==> config.mk <==
export PLATFORM = sky130hd
export DESIGN_NAME = jtdsp16_sirx_flat
export DESIGN_NICKNAME = d
export VERILOG_FILES = /design/src/rtl/jtdsp16_sirx_if.sv /design/src/rtl/jtdsp16_sirx.sv /design/src/flat_wrapper.sv
export SDC_FILE = /design/constraint.sdc
export NUM_CORES = 1
export LEC_CHECK = 0
export BUFFER_PORTS_ARGS = -buffer_cell sky130_fd_sc_hd__buf_2
export CELL_PAD_IN_SITES_DETAIL_PLACEMENT = 0
export CELL_PAD_IN_SITES_GLOBAL_PLACEMENT = 2
export CORE_UTILIZATION = 38
export CTS_CLUSTER_DIAMETER = 120
export CTS_CLUSTER_SIZE = 12
export DETAILED_ROUTE_END_ITERATION = 10
export PLACE_DENSITY_LB_ADDON = 0.25
export SYNTH_ARGS = -nofsm -noshare
export SYNTH_HDL_FRONTEND = slang
export SYNTH_SLANG_ARGS = --single-unit
==> constraint.sdc <==
create_clock -name clk -period 2.2 [get_ports clk]
set_clock_uncertainty 0.1 [all_clocks]
set_input_delay 0.66 -clock clk [delete_from_list [all_inputs] [get_ports clk]]
set_output_delay 0.66 -clock clk [all_outputs]
set_load 0.01 [all_outputs]
==> src/rtl/jtdsp16_sirx_if.sv <==
// CPU-side bus of the DSP16 serial input receiver: configuration load,
// data read strobe, and received word with its status flags.
interface jtdsp16_sirx_if;
    logic        cfg_ld;
    logic [1:0]  cfg_din;
    logic        sdx_rd;
    logic [15:0] sdx_dout;
    logic        ibf;
    logic        ovf;

    modport master (
        output cfg_ld, cfg_din, sdx_rd,
        input  sdx_dout, ibf, ovf
    );

    modport slave (
        input  cfg_ld, cfg_din, sdx_rd,
        output sdx_dout, ibf, ovf
    );
endinterface

==> src/rtl/jtdsp16_sirx.sv <==
// DSP16 serial input receiver: synchronises di/ick/ild, shifts 8/16-bit frames.
// Define JTDSP16_SIRX_OVF_EN to build the sticky overrun flag; otherwise ovf is tied 0.
module jtdsp16_sirx (
    input  logic           clk,
    input  logic           rst,
    input  logic           cen,
    input  logic           di,
    input  logic           ick,
    input  logic           ild,
    jtdsp16_sirx_if.slave  bus
);

    typedef enum logic {IDLE, SHIFT} state_t;

    state_t      state, next_state;
    logic [1:0]  di_sync;
    logic [2:0]  ick_sync, ild_sync;
    logic        ick_rise, ild_fall, di_bit;
    logic        ilen, lsbf, frm_ilen, frm_lsbf;
    logic [3:0]  cnt, last_idx;
    logic [15:0] shreg, shreg_next, dout;
    logic        start, capture, last, done, ibf, rd_q;

    // ild flops reset high so reset release never looks like a frame start
    always_ff @(posedge clk or posedge rst) begin
        if (rst) begin
            di_sync  <= 2'b00;
            ick_sync <= 3'b000;
            ild_sync <= 3'b111;
        end else begin
            di_sync  <= {di_sync[0], di};
            ick_sync <= {ick_sync[1:0], ick};
            ild_sync <= {ild_sync[1:0], ild};
        end
    end

    assign ick_rise = ick_sync[1] & ~ick_sync[2];
    assign ild_fall = ~ild_sync[1] & ild_sync[2];
    assign di_bit   = di_sync[1];
    assign rd_q     = cen & bus.sdx_rd;
    assign last_idx = frm_ilen ? 4'd7 : 4'd15;

    always_ff @(posedge clk or posedge rst) begin
        if (rst) state <= IDLE;
        else     state <= next_state;
    end

    always_comb begin
        next_state = state;
        start      = 1'b0;
        capture    = 1'b0;
        last       = 1'b0;
        case (state)
            IDLE: begin
                if (ild_fall) begin
                    start      = 1'b1;
                    next_state = SHIFT;
                end
            end
            SHIFT: begin
                if (ild_fall) begin
                    start = 1'b1;
                end else if (ick_rise) begin
                    capture = 1'b1;
                    if (cnt == last_idx) begin
                        last       = 1'b1;
                        next_state = IDLE;
                    end
                end
            end
            default: next_state = IDLE;
        endcase
    end

    // LSB-first entry point sits at bit N-1, so 8-bit words stay in [7:0]
    always_comb begin
        shreg_next = {shreg[14:0], di_bit};
        if (frm_lsbf) begin
            if (frm_ilen) shreg_next = {8'h00, di_bit, shreg[7:1]};
            else          shreg_next = {di_bit, shreg[15:1]};
        end
    end

    always_ff @(posedge clk or posedge rst) begin
        if (rst) begin
            cnt      <= 4'd0;
            shreg    <= 16'd0;
            frm_ilen <= 1'b0;
            frm_lsbf <= 1'b0;
            done     <= 1'b0;
        end else begin
            done <= last;
            if (start) begin
                cnt      <= 4'd0;
                shreg    <= 16'd0;
                frm_ilen <= ilen;
                frm_lsbf <= lsbf;
            end else if (capture) begin
                cnt   <= cnt + 4'd1;
                shreg <= shreg_next;
            end
        end
    end

    always_ff @(posedge clk or posedge rst) begin
        if (rst) begin
            ilen <= 1'b0;
            lsbf <= 1'b0;
        end else if (cen && bus.cfg_ld) begin
            ilen <= bus.cfg_din[0];
            lsbf <= bus.cfg_din[1];
        end
    end

    // a completion wins over a simultaneous read, so ibf stays set
    always_ff @(posedge clk or posedge rst) begin
        if (rst) begin
            dout <= 16'd0;
            ibf  <= 1'b0;
        end else if (done) begin
            dout <= shreg;
            ibf  <= 1'b1;
        end else if (rd_q) begin
            ibf <= 1'b0;
        end
    end

`ifdef JTDSP16_SIRX_OVF_EN
    logic ovf;

    always_ff @(posedge clk or posedge rst) begin
        if (rst)       ovf <= 1'b0;
        else if (done) ovf <= rd_q ? 1'b0 : (ovf | ibf);
        else if (rd_q) ovf <= 1'b0;
    end

    assign bus.ovf = ovf;
`else
    assign bus.ovf = 1'b0;
`endif

    assign bus.sdx_dout = dout;
    assign bus.ibf      = ibf;

endmodule

==> src/flat_wrapper.sv <==
// flat-port wrapper written by rule: the top's interface ports become plain ports
module jtdsp16_sirx_flat 
  (clk, rst, cen, di, ick, ild, bus_cfg_ld, bus_cfg_din, bus_sdx_rd, bus_sdx_dout, bus_ibf, bus_ovf);
  jtdsp16_sirx_if bus_i ();
  input  logic clk;
  input  logic rst;
  input  logic cen;
  input  logic di;
  input  logic ick;
  input  logic ild;
  input wire logic [$bits(bus_i.cfg_ld)-1:0] bus_cfg_ld;
  input wire logic [$bits(bus_i.cfg_din)-1:0] bus_cfg_din;
  input wire logic [$bits(bus_i.sdx_rd)-1:0] bus_sdx_rd;
  output wire logic [$bits(bus_i.sdx_dout)-1:0] bus_sdx_dout;
  output wire logic [$bits(bus_i.ibf)-1:0] bus_ibf;
  output wire logic [$bits(bus_i.ovf)-1:0] bus_ovf;
  assign bus_i.cfg_ld = bus_cfg_ld;
  assign bus_i.cfg_din = bus_cfg_din;
  assign bus_i.sdx_rd = bus_sdx_rd;
  assign bus_sdx_dout = bus_i.sdx_dout;
  assign bus_ibf = bus_i.ibf;
  assign bus_ovf = bus_i.ovf;
  jtdsp16_sirx u_core (.clk(clk), .rst(rst), .cen(cen), .di(di), .ick(ick), .ild(ild), .bus(bus_i));
endmodule
== Yosys cells after proc, flatten, opt, wreduce, memory -nomap -nowiden ==
Cells that the tools add are included.
Widths: inputs -> output; s select.
Word-level totals
  flip-flop bits (word level): 51
  input port bits: 10
Operators by class
  $add $sub $neg: 1
  eq/ne operators: 1
  muxes and demuxes: 21
  bitwise gates (word level): 6
  reduce and logical (&&, ||, !) cells: 3
Operators with widths (number)
  $mux 16: 4
  $mux 1: 13
  $mux 4: 3
  $add 4x1->4 const B: 1
  $eq 4x4->1: 1
  $reduce_bool 2->1: 2
  $and 1x1->1: 3
  $not 1->1: 3
  $pmux 1 s2: 1
  $logic_and 1x1->1: 1

== Depth between registers and ports, before layout ==
Gate-level depths: netlist (run 1).
  word-level depth: 7
  mapped depth: 5
  gate-level depth less buffers: 4

== Worst setup path before layout (run 1) ==
Ideal clock, no wire load.
  path type: input to register
  start point: input bus_cfg_ld
  end point: register u_core.ilen
  setup time: 0.125 ns
  data arrival time: 1.050 ns
  required time: 1.975 ns
  slack: 0.925 ns
  stages on the path: 2
  cells stage by stage: nand2_1 > mux2_2
On the way
  longest elaborated chain between the ends: 1
Ends and longest elaborated chain
  from (decl): RTL line flat_wrapper.sv:11  | input wire logic [$bits(bus_i.cfg_ld)-1:0] bus_cfg_ld;
  $logic_and 1x1->1: RTL line jtdsp16_sirx.sv:109  | end else if (cen && bus.cfg_ld) begin
  to (signal assigned): RTL line jtdsp16_sirx.sv:110  | ilen <= bus.cfg_din[0];
  to (decl): RTL line jtdsp16_sirx.sv:19  | logic ilen, lsbf, frm_ilen, frm_lsbf;
No other way between the ends.
A chain may end at the register's enable or synchronous reset.

== Final worst setup path (run 1) ==
  start point: register u_core.dout[4], in the netlist u_core.bus.sdx_dout[4]
  end point: output bus_sdx_dout[4]
RTL lines
  from (decl): RTL line jtdsp16_sirx.sv:21  | logic [15:0] shreg, shreg_next, dout;
  from (signal assigned): RTL line jtdsp16_sirx.sv:121  | dout <= shreg;
  to (decl): RTL line flat_wrapper.sv:14  | output wire logic [$bits(bus_i.sdx_dout)-1:0] bus_sdx_dout;
No word-level cell between the ends.

==> implementation parameters, run 1 <==
Parameter                              Value

Final layout
  Most frequent cells in the layout    sky130_fd_sc_hd__dfrtp_1 (48), sky130_fd_sc_hd__buf_2 (26), sky130_fd_sc_hd__mux2_2 (18), sky130_fd_sc_hd__nand2_1 (12), sky130_fd_sc_hd__nor2_1 (10)
  Non-filler instance count after layout    roughly 270
  Antenna diode instance count    0
  Area growth, synth to finish    14.49%
  Fraction of final layout cells with drive strength greater than 1    between 30% and 40%
  Number of fill cells    518
  Nets    between 200 and 250
  Most common cell after layout, fill and taps aside    sky130_fd_sc_hd__dfrtp_1

Flow run
  Max-cap violation count    0

Die
  # rows    27
  Die H    just under 80 um
  Effective utilization at floorplan    roughly two fifths
  Die footprint    6009 sq um
  I/O pin count    28
  Die width    around 78 um
  Std-Cell Core Area    about 5500 sq um

Clock tree
  Number of H-tree branching levels    2
  Max clock buf depth    2
  Hold-fix buffer count after cts    0
  TritonCTS Buffers    5
  Clock tree from TritonCTS    built
  Number of clock sinks    51
  Number of cells upsized or downsized after cts    0
  Clock transition at the register clock pins on the worst setup and hold paths after CTS    ~90 ps
  Clock root buffer master    sky130_fd_sc_hd__clkbuf_8
  Post-CTS Setup Repair Bufs    0
  Clock latency on the worst-skew pair    300 ps

Worst setup path
  CP Data Arrival Time    just over 800 ps
  Data required, critical path    1440 ps
  Kind of start point of the critical path    flip-flop
  Worst path top cell family by delay    flip-flops
  Critical Path Fanout Max    2
  Category of the worst setup path capture point    primary output
  Largest stage delay on the critical path    ~400 ps
  Critical path class    reg2out
  Slowest stage cell, crit path    sky130_fd_sc_hd__dfrtp_1
  Cells along the critical path    buf_2
  Worst path bufs/invs    1

Yosys
  Post-Syn Instances    around 180
  FF+latch count, synth    51
  Post-synthesis cell area    between 2000 and 2500 sq um
  Yosys cell types    32
  Sequential cell area fraction in the yosys report    between 50% and 60%
  Number of enable-type register cells in the synthesized netlist    0
  Most common flop cell mapped by yosys    sky130_fd_sc_hd__dfrtp_1
  Share of synthesized registers carrying an async set or reset    100.0%
  Syn. warnings    0
  Per-instance average area after synthesis    ~12 sq um
  Synthesized net count    ~190

STA
  Final Cycle Share    between 70% and 80%
  Unrepaired setup endpoints after global routing    no
  Total count of max-transition violations in the final report    0
  Worst Max-Slew Pin Slew    between 700 and 800 ps
  Max_slew headroom    around half
  Post-layout minimum cycle time    1595 ps
  Number of failing setup endpoints in the final timing report    0
  Setup tns final    0 ps
  Max Clk Rate    about 630 MHz
  Final hold viol count    0

Detailed routing
  Detailed router's first-iteration violation count    83
  Vias per inst    about 5.0
  Number of iterations in the first detailed-routing pass    4
  Via count of the routed design    ~1400
  Average wire per cell in the routed design    ~14 um
  DRC    0
  Count of nets left with antenna violations after detail routing    0
  Total Wirelength    ~4000 um

Placed design
  GPL Wtd Cong    roughly 0.70
  Post-DP HPWL    2614 um
  Placed Cells incl. Taps    between 200 and 300
  Count of buffers from port buffering    26

Pwr
  Pwr/cell area    839.1 nW/um^2
  Leakage power figure    roughly 1.2 nW
  Max rail drop VDD    approximately 0.00037 V

Global route
  Vias in the first global route    roughly 1400
  Global-route met1 utilization    between 20% and 30%
  GR met2 Demand/Resource    around 22%
  Initial antenna violation count    0
  Maximum number of pins on one net before global-route repair    33
  Met3 Usage GRT    around 4%
  GR Util All Layers    between 10 and 15%
  Global-route layer with the greatest usage    met2
  Wire length of the first global-routing pass    ~6800 um
  Congestion Overflow GR    0

Hold path
  Class of the most critical hold timing path    reg2reg

Status
  Status    completed
-- worst paths after layout --
check	start	endpoint	slack, ps	cells past startpoint
setup / recovery	u_core.bus.sdx_dout[4]	bus_sdx_dout[4]	610	1
hold / removal	u_core.di_sync[0]	u_core.di_sync[1]	250	0
setup reg to reg	u_core.done	u_core.bus.sdx_dout[9]	740	1
hold reg to reg	u_core.di_sync[0]	u_core.di_sync[1]	250	0
max in group asynchronous	rst	u_core.cnt[1]	1160	3
min in group asynchronous	rst	u_core.bus.sdx_dout[3]	270	2
-- logic make-up after synthesis --
| logic type | synth area share (%) |
|---|---|
| compound gates | 10.45 |
| xor+xnor | 0.8085 |
| fa+ha+maj | 0.5773 |
| buf+inv | 4.099 |
| flops | 59.06 |
| mux | 13.05 |
| other cells | 0.1730 |
| simple gates | 11.78 |
-- sequential cells by signal (all words and copies together), names as in the netlist --
register and flops:
u_core.ick_sync 3, u_core.lsbf 1, u_core.ild_sync 3, u_core.cnt 4
u_core.state 1, u_core.shreg 16, u_core.done 1, u_core.di_sync 2
u_core.bus.ibf 1, u_core.bus.sdx_dout 16, u_core.frm_lsbf 1, u_core.ilen 1
u_core.frm_ilen 1
-- synthesized netlist by cell type (3+ instances only) --
cell	number	share of area, %
sky130_fd_sc_hd__a31oi_1	8	2.3
sky130_fd_sc_hd__buf_2	8	1.8
sky130_fd_sc_hd__nor2_1	10	1.7
sky130_fd_sc_hd__nand3b_1	9	3.1
sky130_fd_sc_hd__nand2_1	12	2.1
sky130_fd_sc_hd__dfstp_2	3	3.6
sky130_fd_sc_hd__a21oi_1	3	0.69
sky130_fd_sc_hd__a211oi_2	5	2.9
sky130_fd_sc_hd__o21ai_1	8	1.8
sky130_fd_sc_hd__mux2i_1	8	3.7
sky130_fd_sc_hd__nand2b_1	9	2.6
sky130_fd_sc_hd__mux2_2	18	9.4
sky130_fd_sc_hd__dfrtp_1	48	55
-- report_power, final --
part           internal [W]  switching (W)  leakage, nW  total, W
Sequential          0.00101      0.0000854        0.658   0.00110
Combinational      0.000115       0.000114        0.460  0.000228
Clock              0.000455       0.000304       0.0654  0.000758
-- stage by stage --
stage | power [W] | hold WS, ps | util, % | worst slack [ps] | instance area [sq um]
floorplan | 0.001286 | 231.2 | - | 215.4 | 2167
global placement | 0.001335 | 234.6 | 42.65 | 761.6 | 2349
detailed placement | 0.001346 | 235.5 | 42.65 | 736.5 | 2349
CTS | 0.002112 | 255.1 | 45.06 | 584.7 | 2481
global route | 0.002205 | 267.8 | 45.06 | 559.6 | 2481
finish | 0.002082 | 254.1 | 45.06 | 605.4 | 2481
-- cell type report --
cell class	count	area [sq um]	area share (%)
multi-input combinational	109	798.3	32.17
clock inverter	2	60.06	2.421
sequential	51	1280	51.59
tap	72	90.09	3.631
inverter	2	7.507	0.3026
clock buffer	6	72.57	2.925
timing repair buffer	30	172.7	6.959
-- metal layers --
| metal | routed length (um) | vias up | part of all wire [%] |
|---|---|---|---|
| li1 | - | 655 | - |
| met1 | 1899 | 669 | 48 |
| met2 | 1881 | 28 | 48 |
| met5 | 0 | - | 0 |
| met3 | 114 | 2 | 2.9 |
| met4 | 25 | 0 | 0.64 |
(Power assumes the default switching activity.)
==> run 2: changes to the inputs <==
- clock period: 2.2 -> 1.55 ns (I/O delays scaled with it)
==> implementation parameters, run 2 (synthesis results as in run 1) <==
Parameter                              Value

Status
  Status    completed

Detailed routing
  Detailed router's first-iteration violation count    138
  Total Wirelength    3858 um
  Number of iterations in the first detailed-routing pass    4
  DRC    0
  Via count of the routed design    1410
  Count of nets left with antenna violations after detail routing    0
  Average wire per cell in the routed design    between 10 and 15 um
  Vias per inst    between 5 and 6

Clock tree
  Clock latency on the worst-skew pair    roughly 300 ps
  Hold-fix buffer count after cts    0
  Max clock buf depth    2
  Number of H-tree branching levels    2
  Number of clock sinks    51
  Number of cells upsized or downsized after cts    0
  Post-CTS Setup Repair Bufs    0
  Clock root buffer master    sky130_fd_sc_hd__clkbuf_8
  Clock tree from TritonCTS    built
  TritonCTS Buffers    5
  Clock transition at the register clock pins on the worst setup and hold paths after CTS    around 100 ps

Worst setup path
  Worst path bufs/invs    1
  Slowest stage cell, crit path    sky130_fd_sc_hd__dfrtp_1
  Setup slack of the worst register-to-register path    200 ps
  Category of the worst setup path capture point    primary output
  Worst path top cell family by delay    flip-flops
  Largest stage delay on the critical path    390 ps
  CP Data Arrival Time    around 830 ps
  Crit Reg-Reg Startpoint    u_core.ick_sync[2]
  Critical path class    reg2out
  Capture point of the worst reg-to-reg path    u_core.cnt[3]
  Data required, critical path    ~1000 ps
  Worst Setup SP    u_core.bus.sdx_dout[0]
  Critical Path Sink    bus_sdx_dout[0]
  Cells along the critical path    buf_2
  Cell depth of the worst setup path    1
  Kind of start point of the critical path    flip-flop
  Critical Path Fanout Max    2
  Worst-case reg-to-reg path depth    3

Global route
  GR Util All Layers    around 14%
  Congestion Overflow GR    0
  Initial antenna violation count    0
  Maximum number of pins on one net before global-route repair    33
  Wire length of the first global-routing pass    approximately 6700 um
  Vias in the first global route    ~1400

STA
  Number of failing setup endpoints in the final timing report    0
  Post-route worst setup slack    156.6 ps
  Final Cycle Share    89.90%
  Max Clk Rate    between 700 and 800 MHz
  Total count of max-transition violations in the final report    0
  Final hold viol count    0
  Setup tns final    0 ps
  Post-layout minimum cycle time    between 1000 and 1500 ps
  WHS    64.78 ps
  Unrepaired setup endpoints after global routing    no

Pwr
  Proportion of power drawn by the clock network    32.7%
  Net Sw Frac    ~26%
  Pwr/cell area    around 1100 nW/um^2
  Leakage power figure    between 1 and 1.5 nW
  Power dissipated by switching net loads    around 0.00073 W
  Tot Pwr    about 0.0028 W
  Max rail drop VDD    0.0005112 V
  Internal power    0.002103 W
  Combinational share of power    a little over an eighth
  Proportion of power drawn by flip-flops and latches    54.0%

Die
  I/O pin count    28
  Effective utilization at floorplan    39.35%
  Die footprint    6009 sq um
  Die width    roughly 78 um
  # rows    27
  Std-Cell Core Area    5507 sq um
  Die H    between 70 and 80 um

Final layout
  Nets    216
  Combined flip-flop and latch cell area    roughly 1300 sq um
  Multi-input combinational cell area    ~800 sq um
  Number of fill cells    roughly 520
  Non-filler instance count after layout    278
  Antenna diode instance count    0
  Area growth, synth to finish    17.55%
  Most common cell after layout, fill and taps aside    sky130_fd_sc_hd__dfrtp_1
  Most frequent cells in the layout    sky130_fd_sc_hd__dfrtp_1 (48), sky130_fd_sc_hd__buf_2 (26), sky130_fd_sc_hd__mux2_2 (18), sky130_fd_sc_hd__nand2_1 (12), sky130_fd_sc_hd__nor2_1 (10)
  Fraction of final layout cells with drive strength greater than 1    35.92%

Placed design
  GPL Wtd Cong    approximately 0.74
  Post-DP HPWL    roughly 2700 um
  Placed Cells incl. Taps    between 200 and 300
  Count of buffers from port buffering    26
  Dpl ws    about 200 ps

Hold path
  Class of the most critical hold timing path    in2async

Flow run
  Max-cap violation count    0
==> run 2: cell count changes in the layout (fill, tap and decap cells not counted) <==
| cell | change |
|---|---|
| sky130_fd_sc_hd__buf_12 | +3 |
| sky130_fd_sc_hd__buf_4 | +3 |
| sky130_fd_sc_hd__bufinv_16 | -1 |
| sky130_fd_sc_hd__clkbuf_1 | -1 |
| sky130_fd_sc_hd__clkinv_2 | +1 |
| sky130_fd_sc_hd__clkinv_4 | +1 |
| sky130_fd_sc_hd__clkinvlp_4 | +1 |
| sky130_fd_sc_hd__inv_2 | -1 |
==> run 2: worst min path at each step <==
stage | from | endpoint | slack [ps] | cells after the start
3_5_place_dp | u_core.di_sync[0] | u_core.di_sync[1] | 230 | 0
6_report | rst | u_core.shreg[0] | 60 | 2
2_1_floorplan | u_core.di_sync[0] | u_core.di_sync[1] | 230 | 0
3_3_place_gp | u_core.di_sync[0] | u_core.di_sync[1] | 230 | 0
4_1_cts | rst | u_core.shreg[0] | 70 | 2
5_1_grt | rst | u_core.shreg[0] | 80 | 2
==> run 2: area by class of cell <==
type / instances / area share (%)
multi-input cells: 109 / 31.34
clock buffers: 5 / 2.701
inverters: 2 / 0.4420
clock inverters: 3 / 1.719
well taps: 72 / 3.536
repair buffers: 36 / 10.02
flip-flops and latches: 51 / 50.25
==> run 2: power groups by stage <==
stage                     Combinational, W  Clock [W]  Sequential (W)
after floorplan                   0.000304          0         0.00152
after global placement            0.000371          0         0.00156
after detailed placement          0.000385          0         0.00156
after CTS                         0.000386   0.000962         0.00153
after global routing              0.000430    0.00102         0.00155
final                             0.000378   0.000926         0.00153
==> run 2: metal layers <==
metal	part of all wire, %	track usage, %	routed length, um
met5	0	0	0
met4	1.1	4.528	44
met3	4.0	3.529	155
met2	47	22.57	1809
met1	48	19.21	1848
==> run 2: through the flow <==
step | cell area, sq um | util [%]
after global routing | 2547 | 46.26
after global placement | 2435 | 44.22
after detailed placement | 2435 | 44.22
after floorplan | 2171 | -
after CTS | 2547 | 46.26
final | 2547 | 46.26
==> run 3: changes to the inputs <==
- PLACE_DENSITY: default -> 0.78
- PLACE_DENSITY_LB_ADDON: 0.25 -> default
==> implementation parameters, run 3 (synthesis results as in run 1) <==
Parameter                              Value

Final layout
  Finished layout cell area    approximately 2500 sq um
  Most frequent cells in the layout    sky130_fd_sc_hd__dfrtp_1 (48), sky130_fd_sc_hd__buf_2 (26), sky130_fd_sc_hd__mux2_2 (18), sky130_fd_sc_hd__nand2_1 (12), sky130_fd_sc_hd__nor2_1 (10)
  Nets    around 210
  Antenna diode instance count    0
  Most common cell after layout, fill and taps aside    sky130_fd_sc_hd__dfrtp_1
  Area growth, synth to finish    14.49%
  Fraction of final layout cells with drive strength greater than 1    around 34%

Die
  Effective utilization at floorplan    39.35%
  Std-Cell Core Area    5507 sq um
  # rows    27
  I/O pin count    28
  Die width    77.52 um
  Die H    77.52 um
  Die footprint    6009 sq um

STA
  Max Clk Rate    713.2 MHz
  Setup tns final    0 ps
  Final Cycle Share    around nine tenths
  Total count of max-transition violations in the final report    0
  Final hold viol count    0
  Unrepaired setup endpoints after global routing    no
  Number of failing setup endpoints in the final timing report    0
  Post-layout minimum cycle time    around 1400 ps

Clock tree
  Number of clock sinks    51
  Clock transition at the register clock pins on the worst setup and hold paths after CTS    around 90 ps
  Clock root buffer master    sky130_fd_sc_hd__clkbuf_8
  Hold-fix buffer count after cts    0
  Number of H-tree branching levels    2
  Clock tree from TritonCTS    built
  Post-CTS Setup Repair Bufs    0
  Number of cells upsized or downsized after cts    0
  TritonCTS Buffers    5
  Clock latency on the worst-skew pair    300 ps
  Max clock buf depth    2

Detailed routing
  Count of nets left with antenna violations after detail routing    0
  Number of iterations in the first detailed-routing pass    6
  DRC    0
  Average wire per cell in the routed design    13.51 um
  Detailed router's first-iteration violation count    120
  Vias per inst    5.011
  Via count of the routed design    between 1000 and 1500
  Total Wirelength    between 3000 and 4000 um

Worst setup path
  Slowest stage cell, crit path    sky130_fd_sc_hd__dfrtp_1
  Critical Path Fanout Max    10
  Worst path top cell family by delay    flip-flops
  Largest stage delay on the critical path    560 ps
  Kind of start point of the critical path    flip-flop
  Worst path bufs/invs    1
  Category of the worst setup path capture point    flip-flop
  Critical path class    reg2reg
  Cells along the critical path    buf_4 > a211o_2 > a21oi_1
  Worst Setup SP    u_core.frm_lsbf
  CP Data Arrival Time    1520 ps
  Data required, critical path    between 1500 and 2000 ps
  Crit Reg-Reg Startpoint    u_core.frm_lsbf

Placed design
  Post-placement cell area    between 2000 and 2500 sq um
  Post-DP HPWL    2587 um
  GPL Wtd Cong    0.7668
  Count of buffers from port buffering    26

Global route
  Wire length of the first global-routing pass    between 6000 and 7000 um
  Initial antenna violation count    0
  GR Util All Layers    14.14%
  Maximum number of pins on one net before global-route repair    33
  Congestion Overflow GR    0
  Vias in the first global route    around 1300

Flow run
  Max-cap violation count    0

Pwr
  Leakage power figure    1.177 nW
  Max rail drop VDD    between 0.0005 and 0.0006 V
  Pwr/cell area    between 1000 and 1500 nW/um^2

Hold path
  Class of the most critical hold timing path    in2async

Status
  Status    completed
==> run 3: path summary, 6_finish.rpt <==
check	end	slack, ps	depth (start not counted)
max in group asynchronous	u_core.ild_sync[2]	990	3
setup / recovery	u_core.shreg[7]	150	3
min in group clk	u_core.di_sync[0]	170	1
hold reg to reg	u_core.ick_sync[1]	250	0
hold / removal	u_core.bus.sdx_dout[4]	110	3
setup reg to reg	u_core.shreg[7]	150	3
==> run 3: worst min-delay path, stage by stage <==
cell                         delay (ps)
sky130_fd_sc_hd__buf_2              110
sky130_fd_sc_hd__clkinvlp_4         100
sky130_fd_sc_hd__buf_12             170
==> run 3: final cells by class <==
type                            instances  area, sq um
Timing Repair Buffer                   33        220.2
Fill cell                             522         3025
Clock buffer                            8        80.08
Sequential cell                        51         1280
Multi-Input combinational cell        109        799.5
Inverter                                2        11.26
Tap cell                               72        90.09
==> run 3: routing by layer <==
metal  share of wire, %  GRT usage (%)  wire length (um)  vias to the layer above
met5                  0              0                 0                        -
met4               0.83          4.528                31                        0
met3                4.5          3.882               166                        4
met2                 47          22.83              1749                       30
met1                 48          18.36              1768                      686
li1                   -              -                 -                      658
==> run 3: stage by stage <==
| stage | total power (W) | worst slack, ps | utilization [%] | hold slack [ps] | instances |
|---|---|---|---|---|---|
| after floorplan | 0.001825 | 294.3 | - | 231.2 | 175 |
| after global placement | 0.001909 | 186.6 | 43.58 | 234.1 | 267 |
| after detailed placement | 0.001929 | 138.5 | 43.58 | 236.2 | 267 |
| after CTS | 0.002671 | 122.8 | 45.04 | 105.1 | 275 |
| after global routing | 0.002786 | 51.03 | 45.06 | 105.4 | 275 |
| final | 0.002615 | 147.8 | 45.06 | 106.6 | 275 |
==> run 3: where the power goes <==
group / total [W] / internal (W) / leakage, nW / switching, W
Combinational: 0.000339 / 0.000176 / 0.480 / 0.000162
Clock: 0.000721 / 0.000321 / 0.0395 / 0.000400
Sequential: 0.00155 / 0.00143 / 0.658 / 0.000121
Total: 0.00261 / 0.00193 / 1.18 / 0.000683
